$ cat config.mk
export PLATFORM = sky130hd
export DESIGN_NAME = nibble_serial_adder
export DESIGN_NICKNAME = d
export VERILOG_FILES = /design/src/rtl/nibble_serial_adder.sv
export SDC_FILE = /design/constraint.sdc
export NUM_CORES = 1
export LEC_CHECK = 0
export BUFFER_PORTS_ARGS = -buffer_cell sky130_fd_sc_hd__buf_4
export CAP_MARGIN = 20
export CORE_AREA = 2 2 72 74
export DETAILED_ROUTE_END_ITERATION = 16
export DIE_AREA = 0 0 74 76
export PLACE_DENSITY = 0.87
export SETUP_SLACK_MARGIN = 0.1
export SLEW_MARGIN = 20
export SYNTH_ARGS = -nofsm -noshare
export SYNTH_HDL_FRONTEND = slang
export SYNTH_SLANG_ARGS = --single-unit
$ cat constraint.sdc
create_clock -name clk_i -period 3.21 [get_ports clk_i]
set_input_delay 0 -clock clk_i [delete_from_list [all_inputs] [get_ports clk_i]]
set_output_delay 0 -clock clk_i [all_outputs]
set_load 0.02 [all_outputs]
$ cat src/rtl/nibble_serial_adder.sv
// rtl/nibble_serial_adder.sv - nibble-serial W-bit adder sequencer driving an external 4-bit adder
// Optional subtract mode: define SERIAL_ADD_SUB_EN to add the sub_i port.
module nibble_serial_adder #(
  parameter  int NIBBLES = 4,
  localparam int W       = 4 * NIBBLES
) (
  input  logic         clk_i,
  input  logic         rst_n_i,
  input  logic         start_i,
  input  logic [W-1:0] op_a_i,
  input  logic [W-1:0] op_b_i,
  input  logic         cin_i,
`ifdef SERIAL_ADD_SUB_EN
  input  logic         sub_i,
`endif
  output logic [3:0]   add_a_o,
  output logic [3:0]   add_b_o,
  output logic         add_cin_o,
  input  logic [3:0]   add_s_i,
  input  logic         add_cout_i,
  output logic [W-1:0] sum_o,
  output logic         cout_o,
  output logic         ovf_o,
  output logic         busy_o,
  output logic         done_o
);

  localparam int IW = (NIBBLES > 1) ? $clog2(NIBBLES) : 1;

  typedef enum logic [1:0] {
    S_IDLE = 2'd0,
    S_RUN  = 2'd1,
    S_DONE = 2'd2
  } state_e;

  state_e          state_q;
  logic [IW-1:0]   idx_q;
  logic [W-1:0]    a_q;
  logic [W-1:0]    b_q;
  logic            cin_q;
  logic            carry_q;
  logic [W-1:0]    sum_q;
  logic            cout_q;
  logic            ovf_q;
  logic            busy_q;
  logic            done_q;
`ifdef SERIAL_ADD_SUB_EN
  logic            sub_q;
`endif

  logic            run;
  logic            last;
  logic [3:0]      add_a_d;
  logic [3:0]      add_b_d;
  logic            add_cin_d;
  logic            ovf_d;
  logic            first_cin;

  assign run  = (state_q == S_RUN);
  assign last = (idx_q == IW'(NIBBLES - 1));

  // Subtraction is A + ~B + 1, so only the B nibble and the first carry differ.
`ifdef SERIAL_ADD_SUB_EN
  assign first_cin = sub_q ? 1'b1 : cin_q;
  assign add_b_d   = run ? (sub_q ? ~b_q[4*idx_q +: 4] : b_q[4*idx_q +: 4]) : 4'h0;
`else
  assign first_cin = cin_q;
  assign add_b_d   = run ? b_q[4*idx_q +: 4] : 4'h0;
`endif
  assign add_a_d   = run ? a_q[4*idx_q +: 4] : 4'h0;
  assign add_cin_d = run ? ((idx_q == '0) ? first_cin : carry_q) : 1'b0;

  // Carry into bit 3 of the top nibble is recovered from A^B^S, then compared with carry out.
  assign ovf_d = (add_a_d[3] ^ add_b_d[3] ^ add_s_i[3]) ^ add_cout_i;

  always_ff @(posedge clk_i or negedge rst_n_i) begin
    if (!rst_n_i) begin
      state_q <= S_IDLE;
      idx_q   <= '0;
      a_q     <= '0;
      b_q     <= '0;
      cin_q   <= 1'b0;
      carry_q <= 1'b0;
      sum_q   <= '0;
      cout_q  <= 1'b0;
      ovf_q   <= 1'b0;
      busy_q  <= 1'b0;
      done_q  <= 1'b0;
`ifdef SERIAL_ADD_SUB_EN
      sub_q   <= 1'b0;
`endif
    end else begin
      done_q <= 1'b0;
      case (state_q)
        S_IDLE, S_DONE: begin
          if (start_i) begin
            a_q     <= op_a_i;
            b_q     <= op_b_i;
            cin_q   <= cin_i;
`ifdef SERIAL_ADD_SUB_EN
            sub_q   <= sub_i;
`endif
            idx_q   <= '0;
            busy_q  <= 1'b1;
            state_q <= S_RUN;
          end else begin
            state_q <= S_IDLE;
          end
        end
        S_RUN: begin
          sum_q[4*idx_q +: 4] <= add_s_i;
          carry_q             <= add_cout_i;
          idx_q               <= idx_q + IW'(1);
          if (last) begin
            cout_q  <= add_cout_i;
            ovf_q   <= ovf_d;
            idx_q   <= '0;
            busy_q  <= 1'b0;
            done_q  <= 1'b1;
            state_q <= S_DONE;
          end
        end
        default: state_q <= S_IDLE;
      endcase
    end
  end

  assign add_a_o   = add_a_d;
  assign add_b_o   = add_b_d;
  assign add_cin_o = add_cin_d;
  assign sum_o     = sum_q;
  assign cout_o    = cout_q;
  assign ovf_o     = ovf_q;
  assign busy_o    = busy_q;
  assign done_o    = done_q;

endmodule

==> out/metrics.yaml <==
use_met2_pct: 40.4
synth_top_family_by_area: "simple AND/OR/NAND/NOR gates"
portBuffers: 69
path_cells: "ha_1, nand3b_1, nor4b_2, a22o_1"
yosys.area_share.adder_pct: 2.40
period_share_pct: 71.9
cts.sinks: 58
nets: 411
fillers: 313
synthSimpleGateAreaFrac_pct: 24.3
grt_pass1_wl_um: 10500
cp_max_fo: 16
cts_made_buffers: 9
final_core_util_pct: 76.1
area_growth_pct: 43.5
cts_htree_levels: 3
synth_top_area_share_pct: 55.7
worst_pin_slew_ns: 0.741
rows: 26
gp_congestion: 0.789
synth-seq-cells: 58
synth_mux_area_share_pct: 8.17
fp.dieW_um: 74
maxCapViolations: 0
seqCellArea_mm2: 0.00145
busiest_layer: "met2"
ios: 70
grtUsageMet3_pct: 6.88
p_leak_uw: 0.00192
syn_nets: 303
synth_area_mm2: 0.00260
wire_per_inst_um: 14.5
crit_required_ns: 3.48
cts_tree: "yes"
postCtsSetupRepairBufs: 0
core_area_mm2: 0.00491
synthTopCellsByArea: "dfrtp_1, nand2_1, mux4_2, mux4_1, a22o_1"
syn_area_per_cell_um2: 10.1
synth_compound_area_share_pct: 5.19
first_global_vias: 2276
p_comb_share_pct: 45.0
ant_nets: 0
cp.arrival_ns: 2.58
final_max_slew_viol_count: 0
p_sw_share_pct: 38.5
crit_family: "simple AND/OR/NAND/NOR gates"
drtIter0Drc: 122
yosys_warnings: 0
hold_viol_final: 0
multi_input_area_mm2: 0.00108
postRouteWirelength_um: 6360
synth_top_cell_by_area: "dfrtp_1"
drive_gt1_share_pct: 25.9
status: "finished, final reports clean"
ys_seq_area_share_pct: 55.7
power_frac_seq_pct: 37.5
rsz0062_at_grt: "no"
powerDensity_mw_per_mm2: 945
path_clk_slew_ns: 0.06
cts_resized: 0
crit_type: "register to register"
die_area_mm2: 0.00562
max-vdd-ir-drop_mv: 0.538
setup_tns_ns: 0
clock_path_buffers: 2
overflow: 0
clkPwrFrac_pct: 17.5
worstSetupEndpointType: "register"
synth_cell_types: 26
cpPeakStageDelay_ns: 0.82
cts_root_buffer: "clkbuf_8"
antennaDiodeCount: 0
vias: 2210
skew_ns: 0.00552
path_buf_inv: 0
vias_per_cell: 5.02
intPower_uw: 2170
grt_max_degree: 59
period_needed_ns: 2.31
initial_core_util_pct: 53.0
max_freq_mhz: 433
dp_hpwl_um: 3670
globalRouteMet1Util_pct: 30.7
critical_path.slowest_cell: "dfrtp_1"
hold_buffers: 39
syn_inst: 257
synth-xor-area-share_pct: 1.20
switchingPower_uw: 1360
antenna_found_initial: 0
first_pass_iters: 4
maxSlewHeadroom_pct: 50.6
track_usage_pct: 25.0
die_h_um: 76
setup_violations: 0
start_kind: "register"
drc: 0
clock_latency_ns: 0.34
hold_class: "input pin to register"
-- synth_stat cells --
cell type / count
ha_1: 5
and4bb_2: 1
nor4b_2: 3
buf_4: 1
nand3b_1: 4
xor2_1: 1
clkbuf_1: 9
nor2b_1: 2
mux4_2: 5
mux2_2: 1
nor2_1: 2
dfrtp_1: 58
xnor3_1: 1
nand2b_1: 2
o21ai_1: 1
and2_1: 8
o31ai_1: 2
mux4_1: 3
buf_2: 2
o21ai_0: 9
inv_1: 4
buf_6: 1
mux2i_1: 1
a22o_1: 8
nand3_1: 1
nand2_1: 122
-- metrics by stage --
| stage | total power [µW] | hold slack (ns) | setup slack [ns] | instance area [µm²] | std cells |
|---|---|---|---|---|---|
| 2_1_floorplan | 2320 | -0.296 | 1.40 | 2600 | 257 |
| 3_3_place_gp | 2800 | 0.0873 | 1.07 | 3160 | 385 |
| 3_5_place_dp | 2860 | 0.0956 | 0.900 | 3160 | 385 |
| 4_1_cts | 3520 | 0.114 | 0.868 | 3740 | 440 |
| 5_1_grt | 3790 | 0.140 | 0.685 | 3740 | 440 |
| 6_report | 3530 | 0.126 | 0.902 | 3740 | 440 |
-- layer usage --
layer / vias to the layer above / routed length (µm)
met5: - / 0
met4: 0 / 201
met3: 17 / 390
met2: 94 / 3230
met1: 1043 / 2540
li1: 1056 / -
-- area by class of cell --
| class | count | area share [%] |
|---|---|---|
| clock buffers | 14 | 4.62 |
| clock inverters | 2 | 0.268 |
| inverters | 4 | 0.402 |
| multi-input cells | 182 | 28.8 |
| flip-flops and latches | 58 | 38.8 |
| well taps | 70 | 2.34 |
| repair buffers | 110 | 24.7 |
-- state kept, by name, indices dropped and copies added, names as in the netlist --
name / count
b_q: 16
busy_o: 1
cout_o: 1
cin_q: 1
a_q: 16
sum_o: 16
carry_q: 1
ovf_o: 1
done_o: 1
state_q: 2
idx_q: 2
-- cells in the final DEF (no fill, tap or decap), types with 2 or more instances in the layout --
cell type	synthesis	final
nand2_1	122	122
buf_4	1	71
dfrtp_1	58	58
dlygate4sd3_1	0	39
clkbuf_8	0	12
o21ai_0	9	9
and2_1	8	8
a22o_1	8	8
mux4_2	5	5
ha_1	5	5
inv_1	4	4
nand3b_1	4	4
mux4_1	3	3
nor4b_2	3	3
nand2b_1	2	2
nor2_1	2	2
o31ai_1	2	2
clkinv_2	0	2
clkbuf_1	9	2
-- power groups by stage --
stage	Combinational [µW]	Clock, µW	Sequential (µW)
after floorplan	972	0	1350
after global placement	1490	0	1310
after detailed placement	1530	0	1330
after CTS	1580	625	1320
after global routing	1760	668	1370
final	1590	617	1330
-- cell families after synthesis --
kind of cell / after synthesis
simple gates: 145
flops: 58
compound gates: 20
buf+inv: 17
mux: 10
fa+ha+maj: 5
xor+xnor: 2
-- worst reg2reg max path: cells and delay by family, from the launching register on --
family / cells / cell delay (ns)
adders and majority gates: 1 / 0.32
DFF: 1 / 0.82
and+or+nand+nor: 2 / 0.89
AOI/OAI and AO/OA: 1 / 0.21
-- final timing paths --
path                                      start               endpoint  slack, ns  cells past startpoint
min                                     start_i     b_q[4]$_DFFE_PN0P_       0.13                      4
max in group asynchronous               rst_n_i   sum_o[5]$_DFFE_PN0P_       2.49                      2
min reg2reg                  a_q[7]$_DFFE_PN0P_     a_q[7]$_DFFE_PN0P_       0.47                      2
min in group asynchronous               rst_n_i   sum_o[9]$_DFFE_PN0P_       0.26                      2
max reg2reg                idx_q[0]$_DFFE_PN0P_  sum_o[14]$_DFFE_PN0P_       0.90                      4
max                        idx_q[0]$_DFFE_PN0P_  sum_o[14]$_DFFE_PN0P_       0.90                      4
(Power assumes the default switching activity.)
